$ cat src/rtl/flash_loader.sv
// flash_loader: copies WORD_COUNT 16-bit flash words into WORD_COUNT/2 32-bit
// RAM words. Two flash reads are packed per RAM write: the first word goes to
// ram_wdata[15:0] and the second to ram_wdata[31:16].
//
// Parameters:
//   WORD_COUNT  number of flash words to copy (even, >= 2)
//   FLASH_BASE  first flash word address read
//   RAM_BASE    first RAM word address written
//
// Ports:
//   clk, rst         clock and synchronous active-high reset
//   start            one-cycle pulse; ignored while busy
//   flash_req        one-cycle read request, flash_rd_addr valid with it
//   flash_rd_valid   one-cycle pulse qualifying flash_rd_data
//   ram_we           write strobe, held with ram_addr/ram_wdata until ram_ack
//   busy/done/error  copy in progress / completed / aborted on timeout
//
// Handshake semantics: flash_req is a fire-and-forget pulse; the matching
// flash_rd_valid is accepted only in RD_WAIT. ram_we acts as valid and ram_ack
// as ready: the write completes in the first cycle where both are high,
// including the first cycle of ram_we; ram_ack seen at any other time is ignored.
//
// Optional build macro FLASH_LOADER_TIMEOUT_EN: adds an 8-bit RD_WAIT timeout
// that moves the FSM to ERROR. Without it RD_WAIT waits forever and error is 0.

module flash_loader #(
  parameter int          WORD_COUNT = 1024,
  parameter logic [22:0] FLASH_BASE = 23'h000000,
  parameter logic [19:0] RAM_BASE   = 20'h00000
) (
  input  logic        clk,
  input  logic        rst,
  input  logic        start,
  output logic        flash_req,
  output logic [22:0] flash_rd_addr,
  input  logic        flash_rd_valid,
  input  logic [15:0] flash_rd_data,
  output logic        ram_we,
  output logic [19:0] ram_addr,
  output logic [31:0] ram_wdata,
  input  logic        ram_ack,
  output logic        busy,
  output logic        done,
  output logic        error
);

  typedef enum logic [2:0] {
    IDLE    = 3'd0,
    RD_REQ  = 3'd1,
    RD_WAIT = 3'd2,
    RAM_WR  = 3'd3,
    DONE    = 3'd4,
    ERROR   = 3'd5
  } state_t;

  localparam logic [22:0] WORD_COUNT_W = 23'(WORD_COUNT);

  state_t      state_q, state_d;
  logic [22:0] index_q, index_d;
  logic        half_q, half_d;
  logic [22:0] index_half;

`ifdef FLASH_LOADER_TIMEOUT_EN
  logic [7:0]  tmo_cnt_q;
`endif

  // State register
  always_ff @(posedge clk) begin
    if (rst) state_q <= IDLE;
    else     state_q <= state_d;
  end

  // Next-state and index/half bookkeeping
  always_comb begin
    state_d = state_q;
    index_d = index_q;
    half_d  = half_q;
    case (state_q)
      IDLE, DONE, ERROR: begin
        if (start) begin
          state_d = RD_REQ;
          index_d = '0;
          half_d  = 1'b0;
        end
      end
      RD_REQ: state_d = RD_WAIT;
      RD_WAIT: begin
        if (flash_rd_valid) begin
          index_d = index_q + 23'd1;
          half_d  = ~half_q;
          state_d = half_q ? RAM_WR : RD_REQ;
        end
`ifdef FLASH_LOADER_TIMEOUT_EN
        // Counter becomes 255 on this edge; a valid in the same cycle wins.
        else if (tmo_cnt_q == 8'd254) begin
          state_d = ERROR;
        end
`endif
      end
      RAM_WR: begin
        if (ram_ack) state_d = (index_q == WORD_COUNT_W) ? DONE : RD_REQ;
      end
      default: state_d = IDLE;
    endcase
  end

  // index_d already counts the word just read, so the RAM word is index/2 - 1.
  assign index_half = index_d >> 1;

  // Datapath: index, half flag, registered addresses and packed write data
  always_ff @(posedge clk) begin
    if (rst) begin
      index_q       <= '0;
      half_q        <= 1'b0;
      flash_rd_addr <= '0;
      ram_addr      <= '0;
      ram_wdata     <= '0;
    end else begin
      index_q <= index_d;
      half_q  <= half_d;
      if (state_d == RD_REQ) flash_rd_addr <= FLASH_BASE + index_d;
      if (state_q == RD_WAIT && flash_rd_valid) begin
        if (half_q) ram_wdata[31:16] <= flash_rd_data;
        else        ram_wdata[15:0]  <= flash_rd_data;
      end
      if (state_q == RD_WAIT && state_d == RAM_WR)
        ram_addr <= RAM_BASE + index_half[19:0] - 20'd1;
    end
  end

`ifdef FLASH_LOADER_TIMEOUT_EN
  // RD_WAIT is only ever entered from RD_REQ, so clearing there clears on entry.
  always_ff @(posedge clk) begin
    if (rst)                                       tmo_cnt_q <= '0;
    else if (state_q == RD_REQ)                    tmo_cnt_q <= '0;
    else if (state_q == RD_WAIT && !flash_rd_valid) tmo_cnt_q <= tmo_cnt_q + 8'd1;
  end
`endif

  // Outputs decoded from state
  always_comb begin
    flash_req = 1'b0;
    ram_we    = 1'b0;
    busy      = 1'b0;
    done      = 1'b0;
    error     = 1'b0;
    case (state_q)
      RD_REQ:  begin flash_req = 1'b1; busy = 1'b1; end
      RD_WAIT: busy = 1'b1;
      RAM_WR:  begin ram_we = 1'b1; busy = 1'b1; end
      DONE:    done = 1'b1;
`ifdef FLASH_LOADER_TIMEOUT_EN
      ERROR:   error = 1'b1;
`endif
      default: ;
    endcase
  end

endmodule

$ cat config.mk
export PLATFORM = sky130hd
export DESIGN_NAME = flash_loader
export DESIGN_NICKNAME = d
export VERILOG_FILES = /design/src/rtl/flash_loader.sv
export SDC_FILE = /design/constraint.sdc
export NUM_CORES = 1
export LEC_CHECK = 0
export CAP_MARGIN = 5
export CORE_MARGIN = 2
export CORE_UTILIZATION = 46
export DETAILED_ROUTE_END_ITERATION = 10
export PLACE_DENSITY_LB_ADDON = 0.2
export SYNTH_ARGS = -nofsm -noshare
export SYNTH_HDL_FRONTEND = slang
export SYNTH_SLANG_ARGS = --single-unit
$ cat constraint.sdc
create_clock -name clk -period 3.4 [get_ports clk]
set_clock_uncertainty 0.1 [all_clocks]
set_input_delay 1.02 -clock clk [delete_from_list [all_inputs] [get_ports clk]]
set_output_delay 1.02 -clock clk [all_outputs]
set_load 0.05 [all_outputs]
After elaboration in Yosys (flattened, before gate mapping)
Index checks and enable logic that the tools add are counted.
{"block": "op_classes", "addsub": 2, "eq_ne": 10, "n_mux": 16, "bitwise_logic": 1, "n_reduce_logical": 9}
{"cell": "$mux 23", "count": 2}
{"cell": "$pmux 23 s2", "count": 1}
{"cell": "$add 23x1->23 const B", "count": 1}
{"cell": "$eq 23x11->1 const B", "count": 1}
{"cell": "$sub 20x1->20 const B", "count": 1}
{"cell": "$mux 3", "count": 4}
{"cell": "$pmux 3 s4", "count": 1}
{"cell": "$eq 3x2->1 const B", "count": 3}
{"cell": "$eq 3x1->1 const B", "count": 2}
{"cell": "$eq 3x3->1 const B", "count": 2}
{"cell": "$mux 1", "count": 6}
{"cell": "$reduce_or 3->1", "count": 2}
{"cell": "$ne 2x2->1 const B", "count": 2}
{"cell": "$reduce_and 2->1", "count": 2}
{"cell": "$logic_not 3->1", "count": 1}
{"cell": "$reduce_and 3->1", "count": 1}
{"cell": "$logic_and 1x1->1", "count": 2}
{"cell": "$mux 2", "count": 1}
{"cell": "$pmux 1 s2", "count": 1}
{"cell": "$reduce_bool 2->1", "count": 1}
{"cell": "$not 1->1", "count": 1}
{"block": "word_totals", "ff_bits": 102, "in_bits": 21, "output_inout_bits": 80, "word_cells": 45}

Depth between registers and ports, before layout
Gate-level depths: netlist (run 1).
{"block": "depth", "ltp_word": 6, "mapped_depth": 13, "depth_no_buf": 10}

Worst setup path after synthesis (run 1)
Ideal clock, no wire load.
{"block": "synth_path", "path_type": "input -> register", "from": "input port flash_rd_valid", "to": "register ram_addr[19]", "t_arrival_ps": 3201, "required_time_ps": 3176, "setup_slack_ps": -25, "stages": 9, "path_buffers": 1, "cell_sequence": "buf_4 nand4_4 or4_1 o311a_1 a31oi_4 nand4_2 or4_4 nand3b_1 o211ai_2"}
{"block": "synth_between", "elab_chain_len": 4}
{"element": "start, declared", "line_no": "36", "rtl": "input logic flash_rd_valid,"}
{"element": "branches (longest 4 deep; another with $sub 20x1->20)"}
{"element": "end signal, assigned", "line_no": "127", "rtl": "ram_addr <= RAM_BASE + index_half[19:0] - 20'd1;"}
{"element": "end, declared", "line_no": "39", "rtl": "output logic [19:0] ram_addr,"}
Several ways; the timed one is not identified.
A chain may end at the register's enable or synchronous reset.

Final worst setup path (run 1)
{"block": "layout_path", "from": "input port start", "to": "register ram_addr[19]"}
{"block": "layout_between", "elab_chain_len": 4}
{"element": "start, declared", "line_no": "33", "rtl": "input logic start,"}
{"element": "branches (longest 4 deep; another with $sub 20x1->20)"}
Several ways; the timed one is not identified.

==> results of run 1 <==
## per-stage QoR
step	instance area [sq um]	hold WS (ps)	util	setup TNS, ps	cells
CTS	6600	359	0.645	0	877
detailed placement	6400	344	0.625	-5140	861
global route	6620	377	0.647	-1.85	878
finish	6620	358	0.647	0	878
floorplan	4830	391	-	0	595
global placement	6400	342	0.625	-4320	861
## worst paths after layout
check / from / to / slack, ps
setup / recovery: start / ram_addr[19] / 100
hold / removal: ram_addr[4] / ram_addr[4] / 360
setup reg to reg: index_q[1] / ram_addr[19] / 130
hold reg to reg: ram_addr[4] / ram_addr[4] / 360
## worst reg2reg max path, delay by kind of cell (launching register included)
family                   cells  cell delay (ps)
AND/OR/NAND/NOR              6             1760
buffers and inverters        1              180
AO/OA/AOI/OAI                2              290
flip-flops                   1              510
adder cells (fa/ha/maj)      1              330
## cell families (layout without fill, tap and decap cells)
family                   after synthesis  count (layout)  synth area share
adder cells (fa/ha/maj)                3               3           0.00780
flip-flops                           102             102             0.424
multiplexers                           1               1           0.00468
buffers and inverters                 55             202            0.0559
AO/OA/AOI/OAI                        150             150             0.216
other                                  1               1          0.000779
XOR/XNOR                               6               6            0.0109
AND/OR/NAND/NOR                      277             277             0.280
## area by class of cell
type                            instances  share of cell area
Clock buffer                            9              0.0187
Multi-Input combinational cell        438               0.387
Clock inverter                          7              0.0111
Sequential cell                       102               0.308
Inverter                                7             0.00397
Timing Repair Buffer                  179               0.245
Tap cell                              136              0.0257
## sequential cells by signal (all words and copies together), names as in the netlist
name and flops:
flash_rd_addr 23, index_q 23, state_q 3, half_q 1, ram_wdata 32, ram_addr 20
## per-layer routing
metal | up-vias | global-route usage | wire length, um
met1 | 2368 | 0.332 | 6180
li1 | 2401 | - | -
met3 | 19 | 0.0441 | 757
met5 | - | 0 | 0
met4 | 0 | 0.0827 | 245
met2 | 175 | 0.429 | 6940
## layout by cell type (no fill, tap or decap), drive strengths merged, types with 5 or more instances in the layout
cell type	netlist	final
nand2	113	113
dfxtp	102	102
clkdlybuf4s50	0	97
buf	16	81
nor2	65	65
a21oi	63	63
a211oi	31	31
nand3	20	20
nor4	16	16
nor3	12	12
o21ai	11	11
inv	7	11
nand4	11	11
clkbuf	32	10
a31oi	8	8
o311a	6	6
or4	6	6
and3	5	5
nand3b	5	5
o31ai	5	5
o211ai	5	5
or2	5	5
## power by group through the flow
stage / sequential (mW) / clock, mW / combinational [mW]
6_report: 1.27 / 0.775 / 0.498
5_1_grt: 1.27 / 0.844 / 0.529
4_1_cts: 1.27 / 0.789 / 0.496
3_5_place_dp: 1.29 / 0 / 0.494
3_3_place_gp: 1.29 / 0 / 0.489
2_1_floorplan: 1.43 / 0 / 0.164
## what timing repair did
action / CTS / global route
gates resized for setup: 2 / 7
buffers inserted: 0 / 1
endpoints found under the setup margin: 6 / 7
gates cloned: 0 / 0
pin swaps: 1 / 2
==> metrics.txt, run 1 <==
clk slew on worst S/H paths=120 ps; maximum frequency from static timing analysis=0.303 GHz; largest net degree at the start of global routing=47; PnR worst setup slack=100 ps; sw frac=0.328; slew at the pin closest to its max-slew limit=541 ps; post-cts hold buffer count=0; count of state elements after synthesis=102; mean cell area of the mapped netlist=8.09 sq um; number of distinct library cells after synthesis=64; CP max-delay cell=sky130_fd_sc_hd__or4_4; clock buffer count from CTS=9; Pre-Repair DR Iteration Count=5; via count of the first global-routing pass=4825; number of core rows=37; initial antenna violation count=0; launching element type of the critical path=primary input; type of the most critical hold path=flip-flop to flip-flop; Async SR Flop Fraction=0; category of the worst setup path capture point=flip-flop; average wire per cell in the routed design=16.1 um; ANT nets after route=0; maximum ir drop on the vdd rail=262 uV; Netlist Area Pre-Place=4820 sq um; part of the power in registers=0.499; final estimated routing congestion in global placement=0.919; number of warnings printed during yosys synthesis=0; final count of pins violating max slew=0; final number of hold-violating endpoints=0; number of cells on the worst hold path=2; top cell type's share of synthesized area=0.424; CP Depth=10; arrival time worst endpoint=3460 ps; total number of vias=4963; number of failing setup endpoints in the final timing report=0; Ports=101; period utilization=0.971; synth-to-layout area growth=37.5%; clock latency on the worst-skew pair=370 ps; worst reg-to-reg path cell count=10; portion of total power attributed to the clock network=0.305; leading cell types by count after synthesis=113 x sky130_fd_sc_hd__nand2_1, 102 x sky130_fd_sc_hd__dfxtp_1, 65 x sky130_fd_sc_hd__nor2_1; detail-routed via count per cell=5.65; Initial Utilization=0.471; clock buffer depth=2; filler instances=884; TritonCTS clock tree=done; footprint of the flip-flops and latches=2040 sq um; Logic pwr share=0.196; Sinks on Clock Net=102; relative slew slack=0.638; cell with the most instances after synthesis=sky130_fd_sc_hd__nand2_1; largest area contributor in the synthesized netlist=sky130_fd_sc_hd__dfxtp_1; max-cap violation count=0; switching power of the nets=0.832 mW; kind of critical path=primary input to flip-flop; post-placement setup slack=-562 ps; syn_nets=619; die area=11300 sq um; top cells by area in the synthesized netlist=sky130_fd_sc_hd__dfxtp_1 42%, sky130_fd_sc_hd__nand2_1 8.8%, sky130_fd_sc_hd__a21oi_1 6.4%, sky130_fd_sc_hd__nor2_1 5.1%, sky130_fd_sc_hd__a211oi_1 3.7%; floorplan die width=106 um; Period minus WS final=3300 ps; cell-by-cell listing of the critical path=clkdlybuf4s50_1, or2_4, nand2_1, buf_6, or3_1, a31oi_4, nand4_2, or4_4, nand3b_1, o211ai_2; Power Density=383 nW/um^2; DRT iter0 DRCs=314; DP Wirelength=10.3 mm; Worst path top cell family by delay=simple AND/OR/NAND/NOR gates; global-route usage over all layers=0.255; worst-path maximum fanout=7; number of flops mapped to enable cells by yosys=0; delay of the slowest cell on the worst path=510 ps; DRT Wirelength=14.1 mm; leakage power=2.41 nW; Design Power=2.54 mW; worst endpoint required time=3560 ps; status=completed; Final #Nets=761; combined area of the multi-input logic cells=2560 sq um; remaining design rule violation count=0; Port-buffer cells=99; cell at the root of the clock tree=sky130_fd_sc_hd__clkbuf_8; register area share after synthesis=0.424; global-route wire length before repair=23.4 mm; remaining global-route overflow=0; Ant. Diodes=0; worst path bufs/invs=2; Chip Height=106 um; cell count after synthesis=595; flip-flop cell with the highest count after synthesis=sky130_fd_sc_hd__dfxtp_1; Internal=1.71 mW; H-tree levels=3; core area=10200 sq um; share of cells above drive strength 1=0.173
(Power assumes the default switching activity.)
==> run 2: changes to the inputs <==
CELL_PAD_IN_SITES_DETAIL_PLACEMENT = 2   (was not set)
CELL_PAD_IN_SITES_GLOBAL_PLACEMENT = 2   (was not set)
CORE_MARGIN = 5   (was 2)
CORE_UTILIZATION = 27   (was 46)
==> run 2 against run 1 <==
Routed wire length grew 30%. Setup slack gained 36 ps. Power grew 15%. Global-route usage shrank 7.4 points. Final area grew 5.6%. Flip-flop and latch count is the same. Critical path depth shrank 1. Final cell count grew 12%. Die area grew 82%. Highest routed layer unchanged.
==> metrics.txt, run 2 (synthesized netlist as in run 1, its figures left out) <==
cell-by-cell listing of the critical path=dlygate4sd2_1, nand4_2, or4_4, o211ai_1, o21a_1, nand4_1, or4_4, nand3b_1, o211ai_2; H-tree levels=3; Sinks on Clock Net=102; detail-routed via count per cell=5.10; worst setup slack for register-to-register paths=250 ps; share of cells above drive strength 1=0.204; portion of total power attributed to the clock network=0.388; Internal=2.04 mW; global-route wire length before repair=29.7 mm; synth-to-layout area growth=45.2%; part of the power in registers=0.436; number of core rows=48; Final #Nets=775; number of failing setup endpoints in the final timing report=0; launch instance of the worst min-delay path=ram_wdata[26]; post-placement setup slack=-577 ps; Hold Slack=360 ps; placed instance count=959; kind of critical path=primary input to flip-flop; launching element type of the critical path=primary input; Worst path top cell family by delay=simple AND/OR/NAND/NOR gates; worst-path maximum fanout=5; PnR worst setup slack=136 ps; slew at the pin closest to its max-slew limit=544 ps; Chip Height=144 um; DP Wirelength=13.8 mm; clock buffer count from CTS=9; status=completed; Power Density=416 nW/um^2; average wire per cell in the routed design=18.8 um; FF-to-FF Start=index_q[1]; Initial Utilization=0.277; DRT Wirelength=18.4 mm; most frequent cell on the critical path=sky130_fd_sc_hd__or4_4; remaining global-route overflow=0; delay of the slowest cell on the worst path=590 ps; core area=17400 sq um; largest net degree at the start of global routing=41; Port-buffer cells=99; final estimated routing congestion in global placement=0.824; filler instances=1970; clk slew on worst S/H paths=80 ps; CP max-delay cell=sky130_fd_sc_hd__or4_4; registers with the most flip-flops=ram_wdata (32), flash_rd_addr (23), index_q (23); clock buffer depth=2; TritonCTS clock tree=done; Post-Layout Cell Count=981; type of the most critical hold path=flip-flop to flip-flop; maximum frequency from static timing analysis=0.306 GHz; most common cell after layout, fill and taps aside=sky130_fd_sc_hd__nand2_1; initial antenna violation count=0; maximum ir drop on the vdd rail=236 uV; final count of pins violating max slew=0; max-cap violation count=0; Ant. Diodes=0; remaining design rule violation count=0; ANT nets after route=0; worst reg-to-reg path cell count=9; Design Power=2.91 mW; global-route usage over all layers=0.181; leakage power=2.56 nW; Period minus WS final=3260 ps; sw frac=0.299; clock latency on the worst-skew pair=360 ps; Ports=101; period utilization=0.960; die area=20600 sq um; most flop-heavy register=ram_wdata; Logic pwr share=0.176; number of cells on the worst hold path=2; Hold Path End=ram_wdata[26]; category of the worst setup path capture point=flip-flop; DRT iter0 DRCs=223; final number of hold-violating endpoints=0; cell at the root of the clock tree=sky130_fd_sc_hd__clkbuf_16; via count of the first global-routing pass=5425; commonest cells after routing, fill and taps aside=112 x sky130_fd_sc_hd__nand2_1, 102 x sky130_fd_sc_hd__dfxtp_1, 94 x sky130_fd_sc_hd__clkdlybuf4s50_1; worst endpoint required time=3540 ps; combined area of the multi-input logic cells=2610 sq um; Pre-Repair DR Iteration Count=4; Reg-to-Reg End=ram_addr[19]; worst path bufs/invs=1; footprint of the flip-flops and latches=2040 sq um; switching power of the nets=0.869 mW; arrival time worst endpoint=3400 ps; total number of vias=5006; floorplan die width=144 um; flip-flop count of the largest register after layout=32; relative slew slack=0.636
## run 2: metal layers
layer  wire length [um]  up-vias  global-route usage
met1               8710     2501               0.242
li1                   -     2428                   -
met3                581       10              0.0353
met4                167        0              0.0416
met5                  0        -                   0
met2               8950       67               0.303
## run 2: cell type report
class,count,share of cell area
Timing Repair Buffer,193,0.246
Clock inverter,5,0.00913
Inverter,7,0.00376
Sequential cell,102,0.292
Tap cell,225,0.0403
Clock buffer,11,0.0361
Multi-Input combinational cell,438,0.373
## run 2: through the flow
stage / instance area, sq um / utilization / setup TNS (ps)
after floorplan: 4830 / - / 0
after global placement: 6560 / 0.377 / -4870
after detailed placement: 6560 / 0.377 / -7830
after CTS: 6910 / 0.396 / 0
after global routing: 6990 / 0.402 / -5.55
final: 6990 / 0.402 / 0
## run 2: worst max path at each step
stage | start | end | depth (start not counted)
final | flash_rd_valid | ram_addr[19] | 9
after global routing | flash_rd_valid | ram_addr[19] | 9
after CTS | start | ram_addr[18] | 10
after detailed placement | flash_rd_valid | ram_addr[18] | 11
after global placement | flash_rd_valid | ram_addr[19] | 10
after floorplan | flash_rd_valid | ram_addr[19] | 9
## run 2: what timing repair did
| item | CTS | global route |
|---|---|---|
| gates resized for setup | 5 | 14 |
| buffers inserted | 2 | 4 |
| hold buffers | 0 | 0 |
| setup endpoints to repair | 9 | 5 |
| pin swaps | 5 | 5 |
## run 2: power groups by stage
stage	sequential [mW]	clock [mW]	combinational [mW]
after floorplan	1.43	0	0.164
after global placement	1.29	0	0.498
after detailed placement	1.30	0	0.509
after CTS	1.27	1.15	0.514
after global routing	1.27	1.20	0.550
final	1.27	1.13	0.512
## run 2: worst min-delay path, stage by stage (launching register included)
cell,delay [ps]
sky130_fd_sc_hd__dfxtp_1,310
sky130_fd_sc_hd__nand2_1,50
sky130_fd_sc_hd__a21oi_1,50
==> run 3: changes to the inputs <==
SKIP_CTS_REPAIR_TIMING = 1   (was not set)
==> run 3 against run 2 <==
Global-route usage is essentially flat. Final cell count shrank 0.20%. Sequential power is essentially flat. Critical endpoint unchanged. Core utilization shrank 0.072 points. Sequential share of layout area grew 0.052 points. Power shrank 0.17%. Clock-buffer cell count is the same. Clock power is essentially flat. Combinational power is essentially flat. Setup slack gained 54 ps.
==> metrics.txt, run 3 (synthesized netlist as in run 1, its figures left out) <==
max-cap violation count=0; number of core rows=48; remaining global-route overflow=0; H-tree levels=3; most common cell after layout, fill and taps aside=sky130_fd_sc_hd__nand2_1; delay of the slowest cell on the worst path=540 ps; Period minus WS final=3210 ps; largest net degree at the start of global routing=41; ANT nets after route=0; maximum ir drop on the vdd rail=235 uV; status=completed; post-placement cell area=6560 sq um; floorplan die width=144 um; worst endpoint required time=3540 ps; number of cells on the worst hold path=2; type of the most critical hold path=flip-flop to flip-flop; core area=17400 sq um; via count of the first global-routing pass=5419; FF-to-FF Start=index_q[1]; final estimated routing congestion in global placement=0.824; Ant. Diodes=0; commonest cells after routing, fill and taps aside=112 x sky130_fd_sc_hd__nand2_1, 102 x sky130_fd_sc_hd__dfxtp_1, 94 x sky130_fd_sc_hd__clkdlybuf4s50_1; clock latency on the worst-skew pair=360 ps; die area=20600 sq um; detail-routed via count per cell=5.12; maximum frequency from static timing analysis=0.312 GHz; Reg-to-Reg End=ram_addr[19]; final number of hold-violating endpoints=0; DRT Wirelength=18.3 mm; DRT iter0 DRCs=217; Sinks on Clock Net=102; Chip Height=144 um; global-route wire length before repair=29.6 mm; most flop-heavy register=ram_wdata; worst reg-to-reg path cell count=10; relative slew slack=0.636; number of failing setup endpoints in the final timing report=0; cell-by-cell listing of the critical path=dlymetal6s2s_1, buf_6, nand4_4, or4_4, o311a_4, a31oi_4, nand4_2, or4_4, nand3b_1, o211ai_2; flip-flop count of the largest register after layout=32; post-route cell area=6980 sq um; Power Density=416 nW/um^2; TritonCTS clock tree=done; leakage power=2.55 nW; kind of critical path=primary input to flip-flop; total number of vias=5016; worst-path maximum fanout=6; global-route usage over all layers=0.181; category of the worst setup path capture point=flip-flop; cell at the root of the clock tree=sky130_fd_sc_hd__clkbuf_16; unrepaired setup endpoints after global routing=no; most frequent cell on the critical path=sky130_fd_sc_hd__or4_4; clock buffer depth=2; initial antenna violation count=0; DP Wirelength=13.8 mm; clk slew on worst S/H paths=80 ps; Ports=101; Pre-Repair DR Iteration Count=4; Hold Slack=360 ps; share of cells above drive strength 1=0.202; clock buffer count from CTS=9; launch instance of the worst min-delay path=ram_wdata[26]; launching element type of the critical path=primary input; remaining design rule violation count=0; average wire per cell in the routed design=18.7 um; Hold Path End=ram_wdata[26]; Final #Nets=773; final count of pins violating max slew=0; synth-to-layout area growth=44.9%; arrival time worst endpoint=3350 ps; filler instances=1968; registers with the most flip-flops=ram_wdata (32), flash_rd_addr (23), index_q (23); period utilization=0.944; worst setup slack for register-to-register paths=250 ps; Initial Utilization=0.277; CP max-delay cell=sky130_fd_sc_hd__or4_4; slew at the pin closest to its max-slew limit=544 ps; Port-buffer cells=99
## run 3: worst max-delay path: cells and delay by family
kind | cells | cell delay (ps)
buf+inv | 2 | 280
compound gates | 3 | 590
simple gates | 5 | 1460
## run 3: final cells by class
| cell class | count | area [sq um] | share of cell area |
|---|---|---|---|
| Clock buffer | 11 | 253 | 0.0362 |
| Clock inverter | 5 | 63.8 | 0.00914 |
| Inverter | 7 | 26.3 | 0.00376 |
| Multi-Input combinational cell | 438 | 2610 | 0.373 |
| Sequential cell | 102 | 2040 | 0.293 |
| Tap cell | 225 | 282 | 0.0403 |
| Timing Repair Buffer | 191 | 1710 | 0.245 |
## run 3: layer usage
metal / routed length, um / track usage
met1: 8550 / 0.243
met2: 9020 / 0.303
met3: 609 / 0.0353
met4: 167 / 0.0406
met5: 0 / 0
## run 3: report_power, final
part | leakage [nW] | internal (mW) | switching, mW
sequential | 0.826 | 1.24 | 0.0292
combinational | 1.57 | 0.182 | 0.329
clock | 0.153 | 0.619 | 0.506
total | 2.55 | 2.04 | 0.865
## run 3: per-stage QoR
| stage | total power, mW | instances | TNS (ps) | worst slack [ps] | utilization |
|---|---|---|---|---|---|
| 2_1_floorplan | 1.60 | 595 | 0 | 3.00 | - |
| 3_3_place_gp | 1.79 | 959 | -4870 | -501 | 0.377 |
| 3_5_place_dp | 1.80 | 959 | -7830 | -577 | 0.377 |
| 4_1_cts | 2.93 | 975 | -977 | -210 | 0.395 |
| 5_1_grt | 3.02 | 979 | 0 | 11.3 | 0.401 |
| 6_report | 2.90 | 979 | 0 | 190 | 0.401 |
## run 3: worst max path at each step
stage / from / to / slack (ps) / cells after the start
final: flash_rd_valid / ram_addr[19] / 190 / 10
after global routing: index_q[1] / ram_addr[19] / 10 / 10
after CTS: flash_rd_valid / ram_addr[18] / -210 / 11
after detailed placement: flash_rd_valid / ram_addr[18] / -580 / 11
after global placement: flash_rd_valid / ram_addr[19] / -500 / 10
after floorplan: flash_rd_valid / ram_addr[19] / 3 / 9
